$ cat config.mk
export PLATFORM = sky130hd
export DESIGN_NAME = rf_wb_arbiter
export DESIGN_NICKNAME = d
export VERILOG_FILES = /design/src/rtl/rf_pkg.sv /design/src/rtl/rf_scoreboard.sv /design/src/rtl/rf_wb_arbiter.sv
export SDC_FILE = /design/constraint.sdc
export NUM_CORES = 1
export LEC_CHECK = 0
export ABC_AREA = 1
export CAP_MARGIN = 25
export CORE_MARGIN = 2
export CORE_UTILIZATION = 46
export DETAILED_ROUTE_END_ITERATION = 6
export GPL_ROUTABILITY_DRIVEN = 0
export PLACE_DENSITY = 0.86
export SYNTH_ARGS = -nofsm -noshare
export SYNTH_HDL_FRONTEND = slang
export SYNTH_SLANG_ARGS = --single-unit
$ cat constraint.sdc
create_clock -name i_clk -period 5.85 [get_ports i_clk]
set_input_delay 0.585 -clock i_clk [delete_from_list [all_inputs] [get_ports i_clk]]
set_output_delay 0.585 -clock i_clk [all_outputs]
set_load 0.03 [all_outputs]
$ cat src/rtl/rf_pkg.sv
// Shared widths and FSM state type for the register-file writeback arbiter.
package rf_pkg;

  localparam int DATA_W   = 32;
  localparam int ADDR_W   = 5;
  localparam int NUM_REGS = 32;

  typedef enum logic {
    ARB_NORMAL = 1'b0,
    ARB_AGED   = 1'b1
  } arb_state_e;

endpackage : rf_pkg

$ cat src/rtl/rf_scoreboard.sv
// Pending-destination vector: issue sets a bit, long-latency writeback clears it.
// When both hit the same register in one cycle, the new issue wins.
module rf_scoreboard #(
  parameter int ADDR_W   = rf_pkg::ADDR_W,
  parameter int NUM_REGS = rf_pkg::NUM_REGS
) (
  input  logic                i_clk,
  input  logic                i_rst,
  input  logic                i_set,
  input  logic [ADDR_W-1:0]   i_set_addr,
  input  logic                i_clr,
  input  logic [ADDR_W-1:0]   i_clr_addr,
  output logic [NUM_REGS-1:0] o_busy
);

  logic [NUM_REGS-1:0] busy_next;

  // NOTE: every variable written in always_comb gets a default first, so no path can infer a latch.
  always_comb begin
    busy_next = o_busy;
    if (i_clr) busy_next[i_clr_addr] = 1'b0;
    if (i_set) busy_next[i_set_addr] = 1'b1;
    busy_next[0] = 1'b0;  // x0 is hardwired, never pending
  end

  // NOTE: sequential state uses non-blocking assignments so every flop samples pre-edge values.
  always_ff @(posedge i_clk or posedge i_rst) begin
    if (i_rst) o_busy <= '0;
    else       o_busy <= busy_next;
  end

endmodule : rf_scoreboard

$ cat src/rtl/rf_wb_arbiter.sv
// Arbitrates the register file write port between the pipeline (req0) and the
// long-latency unit (req1), with aging so req1 cannot starve, plus a busy scoreboard.
module rf_wb_arbiter #(
  parameter int DATA_W   = rf_pkg::DATA_W,
  parameter int ADDR_W   = rf_pkg::ADDR_W,
  parameter int MAX_WAIT = 4
) (
  input  logic              i_clk,
  input  logic              i_rst,
  input  logic              i_req0_valid,
  input  logic [ADDR_W-1:0] i_req0_addr,
  input  logic [DATA_W-1:0] i_req0_data,
  output logic              o_req0_ready,
  input  logic              i_req1_valid,
  input  logic [ADDR_W-1:0] i_req1_addr,
  input  logic [DATA_W-1:0] i_req1_data,
  output logic              o_req1_ready,
  input  logic              i_issue_valid,
  input  logic [ADDR_W-1:0] i_issue_addr,
  output logic [ADDR_W-1:0] o_rd_addr,
  output logic [DATA_W-1:0] o_rd_data,
  output logic              o_rd_wren,
  output logic [31:0]       o_busy
);

  import rf_pkg::*;

  localparam logic [3:0] WAIT_LAST = 4'(MAX_WAIT - 1);

  arb_state_e  state;
  logic [3:0]  wait_cnt;
  logic        grant0;
  logic        grant1;
  logic        denied1;

  // Priority flips to req1 only while aged; grants depend on valids and state alone.
  always_comb begin
    grant0 = 1'b0;
    grant1 = 1'b0;
    if (state == ARB_AGED) begin
      grant1 = i_req1_valid;
      grant0 = i_req0_valid && !i_req1_valid;
    end else begin
      grant0 = i_req0_valid;
      grant1 = i_req1_valid && !i_req0_valid;
    end
  end

  assign o_req0_ready = grant0;
  assign o_req1_ready = grant1;
  assign denied1      = i_req1_valid && !grant1;

  always_ff @(posedge i_clk or posedge i_rst) begin
    if (i_rst) begin
      state    <= ARB_NORMAL;
      wait_cnt <= '0;
    end else begin
      if (denied1) begin
        if (wait_cnt != WAIT_LAST) wait_cnt <= wait_cnt + 4'd1;
      end else begin
        wait_cnt <= '0;
      end

      case (state)
        ARB_NORMAL: if (denied1 && wait_cnt == WAIT_LAST) state <= ARB_AGED;
        ARB_AGED:   if (grant1 || !i_req1_valid)          state <= ARB_NORMAL;
        default:                                          state <= ARB_NORMAL;
      endcase
    end
  end

  // Writes to x0 are accepted but never reach the register file; addr/data then hold.
  always_ff @(posedge i_clk or posedge i_rst) begin
    if (i_rst) begin
      o_rd_wren <= 1'b0;
      o_rd_addr <= '0;
      o_rd_data <= '0;
    end else begin
      o_rd_wren <= 1'b0;
      if (grant0 && i_req0_addr != '0) begin
        o_rd_wren <= 1'b1;
        o_rd_addr <= i_req0_addr;
        o_rd_data <= i_req0_data;
      end else if (grant1 && i_req1_addr != '0) begin
        o_rd_wren <= 1'b1;
        o_rd_addr <= i_req1_addr;
        o_rd_data <= i_req1_data;
      end
    end
  end

  rf_scoreboard #(
    .ADDR_W   (ADDR_W),
    .NUM_REGS (32)
  ) u_scoreboard (
    .i_clk      (i_clk),
    .i_rst      (i_rst),
    .i_set      (i_issue_valid),
    .i_set_addr (i_issue_addr),
    .i_clr      (grant1),
    .i_clr_addr (i_req1_addr),
    .o_busy     (o_busy)
  );

endmodule : rf_wb_arbiter
==> results.py, run 1 <==
metrics = {
    "setup_path": {
        "reg2reg_slack_ns": 3.87,
        "cp.arrival_ns": 2.27,
        "worstSetupPathType": "in -> out",
        "reg2reg_depth": 7,
        "regToRegEndpoint": "o_rd_data[17]$_DFFE_PP0P_",
        "cp-start-kind": "input pin",
        "endpoint_kind": "output pin",
        "worstPathRequired_ns": 5.27,
        "cp_max_fo": 38,
        "r2r_start": "state$_DFF_PP0_",
    },
    "synth": {
        "ys_seq_area_share_pct": 50.5,
        "syn-num-nets": 525,
        "syn-cell-area_sq_um": 3660,
        "netlist-cell-type-count": 27,
        "synthMuxAreaShare_pct": 0,
        "synth_compound_area_share_pct": 9.19,
        "synth_xor_area_share_pct": 0.239,
        "yosys.area_share.simple_pct": 31.5,
        "synth_seq_cells": 74,
        "synth_area_per_cell_sq_um": 8.33,
        "synth_top_family_by_area": "simple AND/OR/NAND/NOR gates",
        "ys_warn_count": 0,
        "syn_inst": 440,
        "synthAdderAreaFrac_pct": 0.342,
    },
    "timing": {
        "finalHoldViolCount": 0,
        "post-route-period-util_pct": 48.7,
        "fmax_ghz": 0.351,
        "fin_crit_ns": 2.85,
        "finClkSkew_ns": 0.00624,
        "rsz0062_at_grt": "false",
        "max_slew.worst_pin.slew_ns": 0.893,
        "relSlewSlack_pct": 40.5,
        "finalMaxSlewViolations": 0,
        "setup_violations": 0,
        "fin_tns_setup_ns": 0,
    },
    "drt": {
        "drc_errors": 0,
        "wl_per_cell_microns": 15.1,
        "drtAntennaViolNets": 0,
        "drt-pass1-iter-count": 5,
        "avgViaCountPerCell": 5.20,
        "routed_wl_microns": 10500,
        "drt_iter0_drc": 160,
        "vias": 3627,
    },
    "pwr": {
        "switchingPower_w": 0.000569,
        "intPower_w": 0.00109,
        "power.density_nw_per_um2": 303,
        "seqPwrFrac_pct": 39.0,
        "peakVddDrop_v": 0.000209,
        "p_comb_share_pct": 34.4,
        "p_sw_share_pct": 34.3,
        "p_leak_nw": 2.50,
        "total_power_w": 0.00166,
        "p_clk_share_pct": 26.6,
    },
    "cts": {
        "htreeDepth": 3,
        "cts_resized": 0,
        "cts-root-buf": "clkbuf_8",
        "ctsHoldBuffers": 0,
        "post_cts_buffers": 0,
        "clkLatencyLatePin_ns": 0.34,
        "cts_tree": "done",
        "cts_buffers": 9,
        "cts_sinks": 74,
        "cts_buffer_depth": 2,
        "clk_pin_slew_worst_paths_ns": 0.07,
    },
    "final_layout": {
        "final_cells": 697,
        "diodes": 0,
        "drive_gt1_share_pct": 5.55,
        "area_growth_pct": 49.5,
        "layout.nets": 675,
        "nFillCells": 618,
    },
    "worst_hold_path": {
        "hp-start": "o_rd_addr[4]$_DFFE_PP0P_",
        "whs_endpoint": "o_rd_addr[4]$_DFFE_PP0P_",
        "hold_depth": 2,
        "hp-class": "reg -> reg",
    },
    "placed_design": {
        "placed_cells": 680,
        "dp_hpwl_microns": 7440,
        "portBuffers": 154,
    },
    "run": {
        "drv_cap": 0,
    },
    "die": {
        "row_count": 32,
        "io_pins": 156,
        "initial_core_util_pct": 47.4,
        "core_sq_um": 7730,
        "die_area_sq_um": 8690,
        "dieWidth_microns": 93.2,
        "die-height_microns": 93.2,
    },
    "global_routing": {
        "grt_start_max_net_pins": 75,
        "use_met3_pct": 5.48,
        "grt_antenna_before_repair": 0,
        "grtUsageTotal_pct": 24.6,
        "grt_pass1_vias": 3600,
        "overflow": 0,
        "grt_pass1_wl_microns": 17000,
        "met2_usage_pct": 41.4,
        "met1_usage_pct": 30.6,
        "top_usage_layer": "met2",
    },
    "outcome": {
        "status": "complete, no violations",
    },
}
## layout make-up
| type | instances | area, sq um | area share [%] |
|---|---|---|---|
| clock buffer | 10 | 138 | 2.51 |
| clock inverter | 6 | 88.8 | 1.62 |
| inverter | 48 | 185 | 3.38 |
| multi-input combinational | 301 | 1520 | 27.7 |
| sequential | 74 | 1850 | 33.8 |
| tap | 102 | 128 | 2.33 |
| timing repair buffer | 156 | 1570 | 28.7 |
## cells by family (layout without fill, tap and decap cells)
logic type / after synthesis / after routing
buf+inv: 65 / 220
flops: 74 / 74
xor+xnor: 1 / 1
compound gates: 65 / 65
fa+ha+maj: 1 / 1
simple gates: 233 / 233
other cells: 1 / 1
## through the flow
| step | hold slack, ns | util [%] | cell area [sq um] | worst slack (ns) |
|---|---|---|---|---|
| finish | 0.477 | 70.9 | 5480 | 3.00 |
| global route | 0.505 | 70.9 | 5480 | 2.95 |
| CTS | 0.481 | 70.6 | 5460 | 2.43 |
| detailed placement | 0.465 | 67.7 | 5230 | 2.43 |
| global placement | 0.461 | 67.7 | 5230 | 2.47 |
| floorplan | 0.468 | - | 3660 | 3.38 |
## worst max-delay path by stage
stage / slack (ns) / startpoint / endpoint / cells after the start
2_1_floorplan: 3.38 / i_rst / o_rd_addr[0]$_DFFE_PP0P_ / 1
3_3_place_gp: 2.47 / i_req1_valid / o_req0_ready / 3
3_5_place_dp: 2.43 / i_req1_valid / o_req0_ready / 3
4_1_cts: 2.43 / i_req1_valid / o_req0_ready / 3
5_1_grt: 2.95 / i_req1_valid / o_req0_ready / 4
6_report: 3.00 / i_req1_valid / o_req0_ready / 4
## synthesized netlist by cell type (all sizes together)
library cell,count,area [sq um]
dfrtp,74,1850
nor2,6,37.5
clkbuf,3,11.3
or2,2,12.5
ha,1,12.5
xor2,1,8.76
nand3,64,338
buf,14,100
nand2,127,510
o21ai,63,315
nand3b,34,255
a21oi,2,21.3
inv,48,185
conb,1,3.75
## power groups by stage
stage / registers, W / logic, W / clock network (W)
after floorplan: 0.000817 / 0.000132 / 0
after global placement: 0.000652 / 0.000559 / 0
after detailed placement: 0.000653 / 0.000570 / 0
after CTS: 0.000646 / 0.000572 / 0.000451
after global routing: 0.000656 / 0.000609 / 0.000473
final: 0.000648 / 0.000571 / 0.000441
## layer usage
layer	wire length [microns]	share of wire, %	vias to the layer above
met1	4230	40	1682
met2	4980	47	192
met5	0	0	-
met3	1040	9.9	23
met4	259	2.5	0
li1	-	-	1730
## sequential cells by signal, summed over array words and instances, names as in the netlist
signal	cells
u_scoreboard.o_busy	31
o_rd_addr	5
state	1
o_rd_wren	1
wait_cnt	4
o_rd_data	32
## worst max-delay path: stages
cell and delay [ns]:
clkdlybuf4s50_1 0.49, a21oi_4 0.24, buf_12 0.24, clkdlybuf4s50_1 0.70
## placed cells by master (no fill, tap or decap), types with 2 or more instances in the layout
cell             count
nand2_4              2
clkinvlp_4           2
inv_6                2
clkdlybuf4s50_1    154
bufinv_16            2
nand3b_1            34
inv_1               46
clkbuf_8            10
or2_2                2
o21ai_0             62
dfrtp_1             74
nor2_2               3
nand2_1            123
nand3_1             62
nor2_1               2
(Power assumes the default switching activity.)
==> run 2, diff against run 1 <==
--- a/config.mk
+++ b/config.mk
@@ -8,10 +8,10 @@
 export ABC_AREA = 1
 export CAP_MARGIN = 25
 export CORE_MARGIN = 2
-export CORE_UTILIZATION = 46
+export CORE_UTILIZATION = 39
 export DETAILED_ROUTE_END_ITERATION = 6
 export GPL_ROUTABILITY_DRIVEN = 0
-export PLACE_DENSITY = 0.86
+export PLACE_DENSITY = 0.77
 export SYNTH_ARGS = -nofsm -noshare
 export SYNTH_HDL_FRONTEND = slang
 export SYNTH_SLANG_ARGS = --single-unit
==> constraint.sdc (replaced) <==
create_clock -name i_clk -period 2.35 [get_ports i_clk]
set_input_delay 0.235 -clock i_clk [delete_from_list [all_inputs] [get_ports i_clk]]
set_output_delay 0.235 -clock i_clk [all_outputs]
set_load 0.03 [all_outputs]
==> results.py, run 2 (synthesized netlist as in run 1, its figures left out) <==
metrics = {
    "outcome": {
        "status": "complete, no violations",
    },
    "timing": {
        "rsz0062_at_grt": "false",
        "relSlewSlack_pct": 58.8,
        "setup_violations": 0,
        "fmax_ghz": 0.491,
        "post-route-period-util_pct": 86.7,
        "fin_tns_setup_ns": 0,
        "max_slew.worst_pin.slew_ns": 0.617,
        "fin_crit_ns": 2.04,
        "finClkSkew_ns": 0.00996,
        "finalMaxSlewViolations": 0,
        "finalHoldViolCount": 0,
    },
    "setup_path": {
        "worstSetupPathType": "in -> out",
        "cpPeakStageDelay_ns": 0.73,
        "worst-path-buf-inv": 2,
        "worstPathRequired_ns": 2.12,
        "cp_max_fo": 8,
        "crit_slowest_cell": "clkdlybuf4s50_1",
        "path_delay_family": "buffers and inverters",
        "cp-start-kind": "input pin",
        "reg2reg_depth": 6,
        "cp_common_cell": "clkdlybuf4s50_1",
        "worstPathCellList": "clkdlybuf4s50_1, nand2_1, nand2_2, clkdlybuf4s50_1",
        "cp.arrival_ns": 1.80,
        "endpoint_kind": "output pin",
        "cp.depth": 4,
    },
    "global_routing": {
        "grtUsageTotal_pct": 22.4,
        "grt_pass1_vias": 3648,
        "grt_antenna_before_repair": 0,
        "grt_pass1_wl_microns": 17800,
        "overflow": 0,
        "grt_start_max_net_pins": 38,
    },
    "placed_design": {
        "place_area_sq_um": 5300,
        "dp_hpwl_microns": 7970,
        "portBuffers": 154,
    },
    "pwr": {
        "p_leak_nw": 2.52,
        "total_power_w": 0.00405,
        "peakVddDrop_v": 0.000469,
        "power.density_nw_per_um2": 735,
    },
    "die": {
        "initial_core_util_pct": 39.8,
        "die_area_sq_um": 10200,
        "core_sq_um": 9200,
        "dieWidth_microns": 101,
        "row_count": 35,
        "die-height_microns": 101,
        "io_pins": 156,
    },
    "cts": {
        "clk_pin_slew_worst_paths_ns": 0.08,
        "cts_sinks": 74,
        "post_cts_buffers": 0,
        "htreeDepth": 3,
        "clkLatencyLatePin_ns": 0.34,
        "cts_buffer_depth": 2,
        "cts_resized": 0,
        "ctsHoldBuffers": 0,
        "cts-root-buf": "clkbuf_8",
        "cts_buffers": 9,
        "cts_tree": "done",
    },
    "drt": {
        "avgViaCountPerCell": 5.00,
        "drc_errors": 0,
        "vias": 3562,
        "routed_wl_microns": 11000,
        "drtAntennaViolNets": 0,
        "wl_per_cell_microns": 15.5,
        "drt_iter0_drc": 140,
        "drt-pass1-iter-count": 4,
    },
    "final_layout": {
        "final_cell_mix": "clkdlybuf4s50_1, nand2_1, dfrtp_1",
        "drive_gt1_share_pct": 6.66,
        "final_area_sq_um": 5510,
        "diodes": 0,
        "area_growth_pct": 50.3,
        "final_common_cell": "clkdlybuf4s50_1",
        "regMostFlops": "o_rd_data",
        "layout.nets": 681,
        "largest_register_ffs": 32,
        "nFillCells": 818,
        "top_regs": "o_rd_data: 32 flops, u_scoreboard.o_busy: 31 flops, o_rd_addr: 5 flops",
    },
    "run": {
        "drv_cap": 0,
    },
    "worst_hold_path": {
        "hp-class": "in -> async",
    },
}
## run 2: final timing paths
check	start	endpoint	slack (ns)
max	i_req1_valid	o_req1_ready	0.31
min	i_rst	o_rd_data[9]$_DFFE_PP0P_	0.29
max reg2reg	state$_DFF_PP0_	o_rd_data[26]$_DFFE_PP0P_	0.78
min reg2reg	o_rd_addr[4]$_DFFE_PP0P_	o_rd_addr[4]$_DFFE_PP0P_	0.48
max in group asynchronous	i_rst	o_rd_addr[2]$_DFFE_PP0P_	1.42
min in group i_clk	o_rd_addr[4]$_DFFE_PP0P_	o_rd_addr[4]$_DFFE_PP0P_	0.48
## run 2: stage by stage
stage               utilization, %  hold WS [ns]  cells  setup WS (ns)
global route                  59.9         0.332    712          0.216
finish                        59.9         0.289    712          0.311
CTS                           59.9         0.304    712          0.299
floorplan                        -         0.396    440          0.233
detailed placement            57.7         0.464    696          0.312
global placement              57.7         0.462    696          0.322
## run 2: metal layers
metal  GRT usage, %  up-vias  part of all wire, %
li1               -     1746                    -
met1           28.1     1669                   43
met2           36.6      139                   48
met3           7.14        8                  8.5
met4           7.48        0                 0.92
met5              0        -                    0
## run 2: area by class of cell
type | instances | area [sq um] | area share [%]
repair buffers | 162 | 1610 | 29.3
inverters | 48 | 185 | 3.36
clock buffers | 10 | 138 | 2.50
multi-input cells | 301 | 1520 | 27.5
well taps | 111 | 139 | 2.52
clock inverters | 6 | 66.3 | 1.20
flip-flops and latches | 74 | 1850 | 33.6
## run 2: report_power, final
group / switching, W / internal [W] / total, W / leakage, nW
registers: 0.000124 / 0.00148 / 0.00161 / 0.890
clock network: 0.000487 / 0.000519 / 0.00101 / 0.0945
logic: 0.000824 / 0.000609 / 0.00143 / 1.53
total: 0.00143 / 0.00261 / 0.00405 / 2.52
==> run 3, diff against run 2 <==
--- a/config.mk
+++ b/config.mk
@@ -12,6 +12,7 @@
 export DETAILED_ROUTE_END_ITERATION = 6
 export GPL_ROUTABILITY_DRIVEN = 0
 export PLACE_DENSITY = 0.77
+export SLEW_MARGIN = 15
 export SYNTH_ARGS = -nofsm -noshare
 export SYNTH_HDL_FRONTEND = slang
 export SYNTH_SLANG_ARGS = --single-unit
==> results of run 3 <==
The final DEF is identical to that of run 2; final timing and power are the same.
